<file path="config.mk">
export PLATFORM = sky130hd
export DESIGN_NAME = fetch_queue
export DESIGN_NICKNAME = d
export VERILOG_FILES = /design/src/rtl/fetch_pkg.sv /design/src/rtl/fetch_queue_ram.sv /design/src/rtl/fetch_queue.sv
export SDC_FILE = /design/constraint.sdc
export NUM_CORES = 1
export LEC_CHECK = 0
export ABC_AREA = 1
export CAP_MARGIN = 5
export CORE_MARGIN = 10
export CORE_UTILIZATION = 59
export DETAILED_ROUTE_END_ITERATION = 16
export GPL_ROUTABILITY_DRIVEN = 0
export PLACE_DENSITY_LB_ADDON = 0.08
export SYNTH_ARGS = -nofsm -noshare
export SYNTH_HDL_FRONTEND = slang
export SYNTH_HIERARCHICAL = 1
export SYNTH_SLANG_ARGS = --single-unit
</file>
<file path="constraint.sdc">
create_clock -name clk -period 4.5 [get_ports clk]
set_input_delay 0.675 -clock clk [delete_from_list [all_inputs] [get_ports clk]]
set_output_delay 0.675 -clock clk [all_outputs]
set_load 0.02 [all_outputs]
</file>
<file path="src/rtl/fetch_pkg.sv">
// Shared definitions for the two-wide instruction fetch queue.
// Entry layout, default sizing and the PC increment per instruction.
package fetch_pkg;

  localparam int INSTR_W = 16;
  localparam int DEPTH   = 8;

  localparam logic [7:0] PC_STEP = 8'd4;

  typedef struct packed {
    logic [INSTR_W-1:0] instr;
    logic [7:0]         pc;
  } fq_entry_t;

endpackage

</file>
<file path="src/rtl/fetch_queue_ram.sv">
// Queue storage: DEPTH entries, two write and two read ports.
// Reads are combinational; data words carry no reset.
module fetch_queue_ram #(
  parameter int W     = 24,
  parameter int DEPTH = 8,
  parameter int PTR_W = $clog2(DEPTH)
) (
  input  logic             i_clk,
  input  logic             i_we0,
  input  logic [PTR_W-1:0] i_wa0,
  input  logic [W-1:0]     i_wd0,
  input  logic             i_we1,
  input  logic [PTR_W-1:0] i_wa1,
  input  logic [W-1:0]     i_wd1,
  input  logic [PTR_W-1:0] i_ra0,
  output logic [W-1:0]     o_rd0,
  input  logic [PTR_W-1:0] i_ra1,
  output logic [W-1:0]     o_rd1
);

  logic [W-1:0] r_mem [DEPTH];

  // Write both ports; the two addresses are always distinct.
  always_ff @(posedge i_clk) begin
    if (i_we0) r_mem[i_wa0] <= i_wd0;
    if (i_we1) r_mem[i_wa1] <= i_wd1;
  end

  assign o_rd0 = r_mem[i_ra0];
  assign o_rd1 = r_mem[i_ra1];

endmodule

</file>
<file path="src/rtl/fetch_queue.sv">
// Two-wide fetch queue between imem and decode.
// Optional same-cycle bypass of empty queue: FETCHQ_BYPASS_EN.
module fetch_queue #(
  parameter int INSTR_W = fetch_pkg::INSTR_W,
  parameter int DEPTH   = fetch_pkg::DEPTH
) (
  input  logic               clk,
  input  logic               res,
  input  logic [7:0]         pc_in,
  output logic [7:0]         imem_addr,
  input  logic [INSTR_W-1:0] imem_rdata0,
  input  logic [INSTR_W-1:0] imem_rdata1,
  input  logic               flush,
  output logic               stall_out,
  output logic               out_valid0,
  output logic               out_valid1,
  output logic [INSTR_W-1:0] out_instr0,
  output logic [INSTR_W-1:0] out_instr1,
  output logic [7:0]         out_pc0,
  output logic [7:0]         out_pc1,
  input  logic [1:0]         deq_cnt
);

  import fetch_pkg::*;

  localparam int PTR_W = $clog2(DEPTH);
  localparam int CNT_W = PTR_W + 1;
  localparam int E_W   = INSTR_W + 8;

  logic [PTR_W-1:0] r_head;
  logic [PTR_W-1:0] r_tail;
  logic [CNT_W-1:0] r_count;
  logic             r_inflight;
  logic [7:0]       r_inflight_pc;

  logic [E_W-1:0]   w_rd0;
  logic [E_W-1:0]   w_rd1;
  logic [E_W-1:0]   w_ret0;
  logic [E_W-1:0]   w_ret1;
  logic [E_W-1:0]   w_slot0;
  logic [E_W-1:0]   w_slot1;
  logic [E_W-1:0]   w_wd0;
  logic [E_W-1:0]   w_wd1;
  logic             w_fill;
  logic             w_byp;
  logic             w_v0;
  logic             w_v1;
  logic [1:0]       w_avail;
  logic [1:0]       w_deq;
  logic [1:0]       w_hadv;
  logic [1:0]       w_nenq;
  logic             w_we0;
  logic             w_we1;
  logic             w_stall;
  logic             w_issue;
  logic [CNT_W:0]   w_need;

  assign imem_addr = pc_in;

  // Returning pair, oldest first, tagged with its PCs.
  assign w_ret0 = {imem_rdata0, r_inflight_pc};
  assign w_ret1 = {imem_rdata1, r_inflight_pc + PC_STEP};
  assign w_fill = r_inflight & ~flush;

  // Occupancy plus pending pair; no credit for dequeue.
  assign w_need  = {1'b0, r_count}
                 + {{(CNT_W-1){1'b0}}, r_inflight, 1'b0};
  assign w_stall = w_need > (CNT_W+1)'(DEPTH - 2);
  assign w_issue = ~w_stall & ~flush;

  // Slot selection, dequeue clamp and enqueue steering.
  always_comb begin
    w_v0    = (r_count != '0);
    w_v1    = (r_count >= CNT_W'(2));
    w_slot0 = w_rd0;
    w_slot1 = w_rd1;
    w_wd0   = w_ret0;
    w_wd1   = w_ret1;
    w_nenq  = w_fill ? 2'd2 : 2'd0;
    w_byp   = 1'b0;
`ifdef FETCHQ_BYPASS_EN
    if ((r_count == '0) && w_fill) begin
      w_byp   = 1'b1;
      w_v0    = 1'b1;
      w_v1    = 1'b1;
      w_slot0 = w_ret0;
      w_slot1 = w_ret1;
    end
`endif
    w_avail = {1'b0, w_v0} + {1'b0, w_v1};
    w_deq   = (deq_cnt > w_avail) ? w_avail : deq_cnt;
`ifdef FETCHQ_BYPASS_EN
    if (w_byp) begin
      w_nenq = 2'd2 - w_deq;
      if (w_deq == 2'd1) w_wd0 = w_ret1;
    end
`endif
    w_hadv = w_byp ? 2'd0 : w_deq;
    w_we0  = (w_nenq != 2'd0);
    w_we1  = (w_nenq == 2'd2);
  end

  // Pointer, count and in-flight bookkeeping.
  always_ff @(posedge clk) begin
    if (res) begin
      r_head        <= '0;
      r_tail        <= '0;
      r_count       <= '0;
      r_inflight    <= 1'b0;
      r_inflight_pc <= '0;
    end else begin
      r_inflight <= w_issue;
      if (w_issue) r_inflight_pc <= pc_in;
      if (flush) begin
        r_count <= '0;
        r_head  <= r_tail;
      end else begin
        r_head  <= r_head + PTR_W'(w_hadv);
        r_tail  <= r_tail + PTR_W'(w_nenq);
        r_count <= r_count + CNT_W'(w_nenq)
                 - CNT_W'(w_hadv);
      end
    end
  end

  fetch_queue_ram #(
    .W     (E_W),
    .DEPTH (DEPTH),
    .PTR_W (PTR_W)
  ) u_ram (
    .i_clk (clk),
    .i_we0 (w_we0),
    .i_wa0 (r_tail),
    .i_wd0 (w_wd0),
    .i_we1 (w_we1),
    .i_wa1 (r_tail + PTR_W'(1)),
    .i_wd1 (w_wd1),
    .i_ra0 (r_head),
    .o_rd0 (w_rd0),
    .i_ra1 (r_head + PTR_W'(1)),
    .o_rd1 (w_rd1)
  );

  assign stall_out  = w_stall & ~res;
  assign out_valid0 = w_v0 & ~res;
  assign out_valid1 = w_v1 & ~res;
  assign out_instr0 = out_valid0 ? w_slot0[E_W-1:8] : '0;
  assign out_instr1 = out_valid1 ? w_slot1[E_W-1:8] : '0;
  assign out_pc0    = out_valid0 ? w_slot0[7:0] : '0;
  assign out_pc1    = out_valid1 ? w_slot1[7:0] : '0;

endmodule

</file>
Word level (Yosys, flattened, before mapping)
Memories as Yosys holds them, arrays and structs flattened. A register that Yosys moved wholly into a read port is not among the register bits.
Cells that the tools add are included.
{"block": "classes", "addsub": 9, "n_lt_le_gt_ge": 3, "eq_ne": 1, "n_mux": 12, "n_bitwise": 8, "n_reduce_logical": 3}
{"cell": "16-bit two-way mux", "count": 2}
{"cell": "8-bit two-way mux", "count": 2}
{"cell": "8-bit by 3-bit adder with 8-bit output (second input constant)", "count": 1}
{"cell": "3-bit by 1-bit adder with 3-bit output (second input constant)", "count": 2}
{"cell": "3-bit by 2-bit adder with 3-bit output", "count": 2}
{"cell": "3-bit two-way mux", "count": 2}
{"cell": "4-bit by 2-bit adder with 5-bit output", "count": 1}
{"cell": "1-bit bitwise AND", "count": 5}
{"cell": "5-bit by 3-bit greater-than comparator with 1-bit output (second input constant)", "count": 1}
{"cell": "4-bit by 2-bit adder with 4-bit output", "count": 1}
{"cell": "4-bit by 2-bit >= comparator with 1-bit output (second input constant)", "count": 1}
{"cell": "1-bit two-way mux", "count": 4}
{"cell": "2-bit two-way mux", "count": 2}
{"cell": "4-bit nonzero test", "count": 1}
{"cell": "4-bit by 2-bit subtractor with 4-bit output", "count": 1}
{"cell": "1-bit NOT", "count": 3}
{"cell": "1-bit by 1-bit adder with 2-bit output", "count": 1}
{"cell": "2-bit == test (second input constant)", "count": 1}
{"cell": "2-bit greater-than comparator", "count": 1}
{"cell": "2-bit nonzero test", "count": 1}
{"cell": "2-bit OR reduction", "count": 1}
{"block": "word_totals", "ff_bits": 19, "ram_bits": 192, "inputBits": 45, "word_cells": 42, "n_memories": 1}
{"memory": "u_ram.r_mem", "depth": 8, "width": 24, "rd": 2, "rd_clocked_by_memory_dff": 1, "wr": 2, "line": "fetch_queue_ram.sv:21", "rtl": "logic [W-1:0] r_mem [DEPTH];"}

Depth between registers and ports, before layout
Gate-level depths: netlist of the first run.
{"block": "depth", "ltp_word": 7, "ltp_mapped": 17, "ltp_nobuf": 17}

Cells and area by module
The synthesis of the first run kept the hierarchy.
{"module": "fetch_queue_ram", "n_inst": 1, "cells_per_inst": 1786, "area_per_inst_um2": 12532.0}
{"module": "fetch_queue", "n_inst": 1, "cells_per_inst": 254, "area_per_inst_um2": 1551.5}

Worst setup path after synthesis of the first run
OpenSTA, ideal clock, no wires.
{"block": "synth_timing", "path_type": "input port to flip-flop", "from": "input port flush", "to": "memory u_ram.r_mem[6][0], enable pin", "setup_ps": 438, "arrival_time_ps": 2864, "required_ps": 4062, "slack_ps": 1197, "cell_stages": 3, "n_path_buf": 0, "cell_sequence": "nor2_1 > nand2_1 > o21ai_0"}
{"item": "from (decl)", "line": "fetch_queue.sv:13", "rtl": "input logic flush,"}
{"item": "to (decl)", "line": "fetch_queue_ram.sv:21"}

==> flow_summary.toml, run 1 <==
[floorplan]
die_w_microns = 175
die_area_sq_mm = 0.0305
io_pins = 104
die_h_microns = 175
core_area_sq_mm = 0.0235
rows = 56
start_util_pct = 60.0

[clock_tree]
clockRootBuffer = "clkbuf_16"
cts_tree = "built"
h-tree-depth = 1
cts_setup_buffers = 0
clock_latency_ns = 0.52
cts_buffers = 23
hold_buffers = 0
ctsResizeCount = 0
max-clock-path-buffers = 3
clk_pin_slew_ns = 0.06
clock_sinks = 210

[layout]
layout-drive-gt1-share_pct = 5.17
layout.nets = 2115
synthToLayoutAreaGrowth_pct = 11.7
final_util_pct = 67.0
fillCellCount = 1989
num_antenna_cells = 0
finalInstanceArea_sq_mm = 0.0157

[pwr]
p_clk_share_pct = 23.6
intPower_mw = 4.58
sw_frac_of_total_pct = 42.4
combPwrFrac_pct = 46.9
powerDensity_mw_per_mm2 = 505
switchingPower_mw = 3.37
leakagePower_nw = 7.75
irDropWorstVdd_mv = 0.508
pwr-share-seq_pct = 29.4

[worst_setup_path]
crit_path_end = "out_instr0[10]"
critPathTopFamily = "buffers and inverters"
cp-startpoint = "r_head[0]"
start_kind = "flip-flop"
regToRegStartpoint = "r_count[2]"
cpMostUsedCell = "nand2_1"
path_buf_inv = 5
r2r_end = "r_count[3]"
worst_ep_arrival_time_ns = 3.48
regToRegSetupSlack_ns = 1.31
path_cells = "buf_4, inv_2, buf_12, nand2_1, nand3_1, nand2_1, nand2_1, nand2_1, inv_1, nor2_1, clkdlybuf4s50_1"
crit_type = "reg -> out"
slowest_delay_ns = 0.64
path_max_fanout = 52
endpoint_kind = "output pin"
slowest_stage = "clkdlybuf4s50_1"
ff2ff_path_depth = 17
worstPathRequired_ns = 3.83
crit_cells = 11

[timing]
rsz0062_at_grt = "false"
worst_pin_slew_ns = 2.14
slew_violations = 100
tns_ns = 0
whs_ns = 0.628
period_share_pct = 92.3
hold_viol = 0
skew_ns = 0.00491
slew_headroom_pct = -42.7
fin_crit_ns = 4.15
setup_viol = 0
fmax_mhz = 241

[placed_design]
hpwl_mm = 25.0
io_buffer_count = 103
dpl_cell_area_sq_mm = 0.0150

[global_routing]
grt_start_max_net_pins = 57
track_usage_pct = 27.2
grt_pass1_vias = 12373
grt.overflow.total = 0
grt_pass1_wl_mm = 66.4
grt_antenna_before_repair = 0

[drt]
detail-route-antenna-nets = 0
drc_errors = 0
wl_mm = 42.6
drtPass1Iterations = 8
via_count = 13103
drtIter0Drc = 1343
wire_per_inst_microns = 17.8
vias_per_cell = 5.49

[flow_run]
max_cap_violations = 0

[status]
violations = "slew limit"
status = "finished with violations"

[yosys]
synth_most_common_cell = "nand2_1"
syn_area_sq_mm = 0.0141
synth_xor_area_share_pct = 0.435
synth-edff-count = 192
synthCells = 2040
synth_top_area_share_pct = 40.9
synthSimpleGateAreaFrac_pct = 32.5
synthFlopType = "edfxtp_1"
ys_ff_latch = 210
synth_fa_ha_area_share_pct = 1.67
synth_area_per_cell_sq_um = 6.90
synth_cell_type_count = 29
synthArstFlopShare_pct = 0
ys_top_cells_by_count = "nand2_1, inv_1, nand3_1, edfxtp_1, o21ai_0"
yosys-top-cells-area = "edfxtp_1, nand2_1, inv_1, nand3_1, o21ai_0"
ys_seq_area_share_pct = 43.5
synth_top_family_by_area = "simple AND/OR/NAND/NOR gates"
synth-compound-area-share_pct = 7.59
ys_warn_count = 6
synth_top_cell_by_area = "edfxtp_1"
synth.area.mux_share_pct = 0

[worst_hold_path]
hold_class = "reg -> reg"
## power by group through the flow
stage | logic, mW | registers, mW | clock network, mW
final | 3.73 | 2.34 | 1.88
after floorplan | 2.62 | 2.30 | 0
after global placement | 3.58 | 2.38 | 0
after detailed placement | 3.66 | 2.38 | 0
after CTS | 3.68 | 2.34 | 1.88
after global routing | 4.16 | 2.35 | 1.96
## worst register-to-register path, stage by stage (launching register included)
cell,delay (ns)
dfxtp_1,0.38
inv_1,0.09
ha_1,0.22
nand2_1,0.18
ha_1,0.21
inv_1,0.05
ha_1,0.28
inv_1,0.06
nor2_1,0.03
o21ai_0,0.21
nor2_1,0.08
a21oi_1,0.26
ha_1,0.20
inv_1,0.04
ha_1,0.19
fa_1,0.38
xor2_1,0.17
nor2_1,0.05
## cell families (layout without fill, tap and decap cells)
logic type,Yosys count,after routing
and+or+nand+nor,1140,1140
adders and majority gates,17,17
buffers and inverters,458,485
AOI/OAI and AO/OA,206,206
DFF,210,210
other,2,4
xor gates and xnor gates,7,7
## flip-flops by register name, indices dropped and copies added, names as in the netlist
| name | count |
|---|---|
| r_inflight | 1 |
| r_head | 3 |
| u_ram/r_mem | 192 |
| r_inflight_pc | 8 |
| r_tail | 2 |
| r_count | 4 |
## metal layers
metal  vias up  share of wire, %  global-route usage (%)
met5         -                 0                       0
met4         0               3.5                    10.3
met3       129                12                    4.81
met2       765                47                    46.1
met1      5873                38                    33.9
li1       6336                 -                       -
## area by class of cell
class | count | area, sq um | share of cell area, %
Tap cell | 319 | 399 | 2.54
Multi-Input combinational cell | 1374 | 6000 | 38.1
Clock buffer | 29 | 618 | 3.93
Timing Repair Buffer | 136 | 1320 | 8.37
Clock inverter | 12 | 115 | 0.732
Sequential cell | 210 | 6130 | 39.0
Inverter | 308 | 1160 | 7.35
## worst min path at each step
stage          cells past startpoint  slack [ns]        startpoint                to
2_1_floorplan                      4        0.50  r_inflight_pc[0]  r_inflight_pc[0]
3_3_place_gp                       3        0.59        r_count[0]        r_count[0]
3_5_place_dp                       3        0.61        r_count[0]        r_count[0]
4_1_cts                            3        0.62        r_count[0]        r_count[0]
5_1_grt                            3        0.64        r_count[0]        r_count[0]
6_report                           3        0.63        r_count[0]        r_count[0]
## layout by cell type (no fill, tap or decap), drive strengths merged
master	n
a21oi	3
buf	33
bufinv	2
clkbuf	29
clkdlybuf4s50	103
clkinv	8
clkinvlp	1
conb	4
dfxtp	18
edfxtp	192
fa	3
ha	14
inv	309
nand2	860
nand3	199
nand4	1
nor2	79
nor3	1
o21ai	203
xnor2	1
xor2	6
## per-stage QoR
step	worst slack, ns	std cells	power (mW)
3_5_place_dp	0.832	2347	6.04
4_1_cts	0.394	2388	7.89
2_1_floorplan	1.20	2042	4.92
6_report	0.345	2388	7.95
3_3_place_gp	0.917	2347	5.96
5_1_grt	0.165	2388	8.47
No activity file was read; power rests on OpenSTA's default activity.
==> inputs of run 2 (changes only) <==
Settings changed: CORE_UTILIZATION 59 to 54.
Clock period 4.5 ns to 3.8 ns, I/O delays scaled along.
==> flow_summary.toml, run 2 (same netlist as run 1, synthesis figures left out) <==
[pwr]
powerDensity_mw_per_mm2 = 597
irDropWorstVdd_mv = 0.553
p_total_mw = 9.47
p_clk_share_pct = 24.2
leakagePower_nw = 7.79
switchingPower_mw = 3.96
sw_frac_of_total_pct = 41.8
combPwrFrac_pct = 46.7
intPower_mw = 5.51
pwr-share-seq_pct = 29.1

[clock_tree]
hold_buffers = 0
h-tree-depth = 1
max-clock-path-buffers = 3
ctsResizeCount = 0
clock_latency_ns = 0.52
cts_buffers = 24
cts_setup_buffers = 0
clk_pin_slew_ns = 0.06
cts_tree = "built"
clock_sinks = 210
clockRootBuffer = "clkbuf_16"

[placed_design]
io_buffer_count = 103
dp_cells = 2368
hpwl_mm = 24.4
dpl_cell_area_sq_mm = 0.0150

[global_routing]
track_usage_pct = 24.7
grt_start_max_net_pins = 97
grt.overflow.total = 0
grt_antenna_before_repair = 0
grt_pass1_wl_mm = 65.6
grt_pass1_vias = 12068

[floorplan]
io_pins = 104
die_h_microns = 181
die_w_microns = 181
die_area_sq_mm = 0.0329
start_util_pct = 54.5
rows = 59
core_area_sq_mm = 0.0258

[status]
violations = "slew limit"
status = "finished with violations"

[worst_setup_path]
regToRegStartpoint = "r_count[2]"
regToRegSetupSlack_ns = 0.81
worstPathRequired_ns = 3.23
worst_ep_arrival_time_ns = 3.07
path_max_fanout = 27
start_kind = "flip-flop"
endpoint_kind = "output pin"
crit_type = "reg -> out"
cp-startpoint = "r_head[0]"

[timing]
period_share_pct = 95.8
hold_viol = 0
setup_viol = 0
fin_crit_ns = 3.64
worst_pin_slew_ns = 2.03
slew_headroom_pct = -36.0
skew_ns = 0.0129
fmax_mhz = 275
slew_violations = 100

[layout]
largest_register_ffs = 192
largest-register = "u_ram/r_mem"
mostFrequentLayoutCells = "nand2_1, inv_1, nand3_1"
layout.nets = 2121
fillCellCount = 2367
largest_registers = "u_ram/r_mem x192, r_inflight_pc x8, r_count x4"
regArea_sq_mm = 0.00613
layout_commonest_cell = "nand2_1"
synthToLayoutAreaGrowth_pct = 12.6
finalInstanceArea_sq_mm = 0.0159
instances_no_fill = 2412
multi_input_comb_area_sq_mm = 0.00600
layout-drive-gt1-share_pct = 5.58
num_antenna_cells = 0

[drt]
wl_mm = 42.6
wire_per_inst_microns = 17.7
drc_errors = 0
via_count = 12950
detail-route-antenna-nets = 0
drtIter0Drc = 1424
vias_per_cell = 5.37
drtPass1Iterations = 6

[flow_run]
max_cap_violations = 0

[worst_hold_path]
hp-start = "r_count[0]"
hold_class = "reg -> reg"
## run 2: cell count changes in the layout (fill, tap and decap cells not counted)
cell,previous run,this run
ha_2,0,1
buf_6,0,1
inv_2,6,4
inv_6,1,0
bufinv_16,2,0
buf_12,3,2
clkbuf_16,23,25
buf_4,30,34
clkbuf_8,2,9
inv_4,0,2
ha_1,14,13
clkinv_2,7,5
## run 2: path summary, 6_finish.rpt
path | to | depth (start not counted)
max reg2reg | r_count[3] | 17
min | r_count[0] | 3
max | out_pc1[2] | 9
min reg2reg | r_count[0] | 3
## run 2: per-stage QoR
stage	hold slack (ns)	utilization, %	setup slack [ns]	setup TNS, ns
after detailed placement	0.608	58.2	0.602	0
after CTS	0.618	61.3	0.0539	0
after floorplan	0.499	-	0.602	0
after global placement	0.600	58.2	0.615	0
after global routing	0.659	61.4	-0.00615	-0.00615
final	0.608	61.4	0.160	0
## run 2: layout make-up
| cell class | count | area share [%] |
|---|---|---|
| clock buffer | 37 | 4.74 |
| clock inverter | 7 | 0.229 |
| multi-input combinational | 1374 | 37.9 |
| inverter | 308 | 7.32 |
| sequential | 210 | 38.7 |
| timing repair buffer | 141 | 8.52 |
| tap | 335 | 2.64 |
## run 2: power groups by stage
stage	sequential, mW	clock (mW)	combinational [mW]
floorplan	2.73	0	3.10
global placement	2.80	0	4.31
detailed placement	2.80	0	4.35
CTS	2.75	2.32	4.38
global route	2.77	2.40	4.94
finish	2.75	2.30	4.42
## run 2: worst max-delay path: stages (launching register included)
cell and delay (ns):
dfxtp_4 0.57, ha_2 0.27, xor2_2 0.07, inv_1 0.40
buf_4 0.27, nand2_1 0.07, nand2_1 0.08, inv_1 0.04
nor2_1 0.13, clkdlybuf4s50_1 0.64
## run 2: metal layers
layer	vias to the layer above	wire length [microns]	track usage [%]
li1	6360	-	-
met4	0	865	7.42
met5	-	0	0
met2	676	19900	40.8
met1	5834	17500	32.7
met3	80	4320	3.96
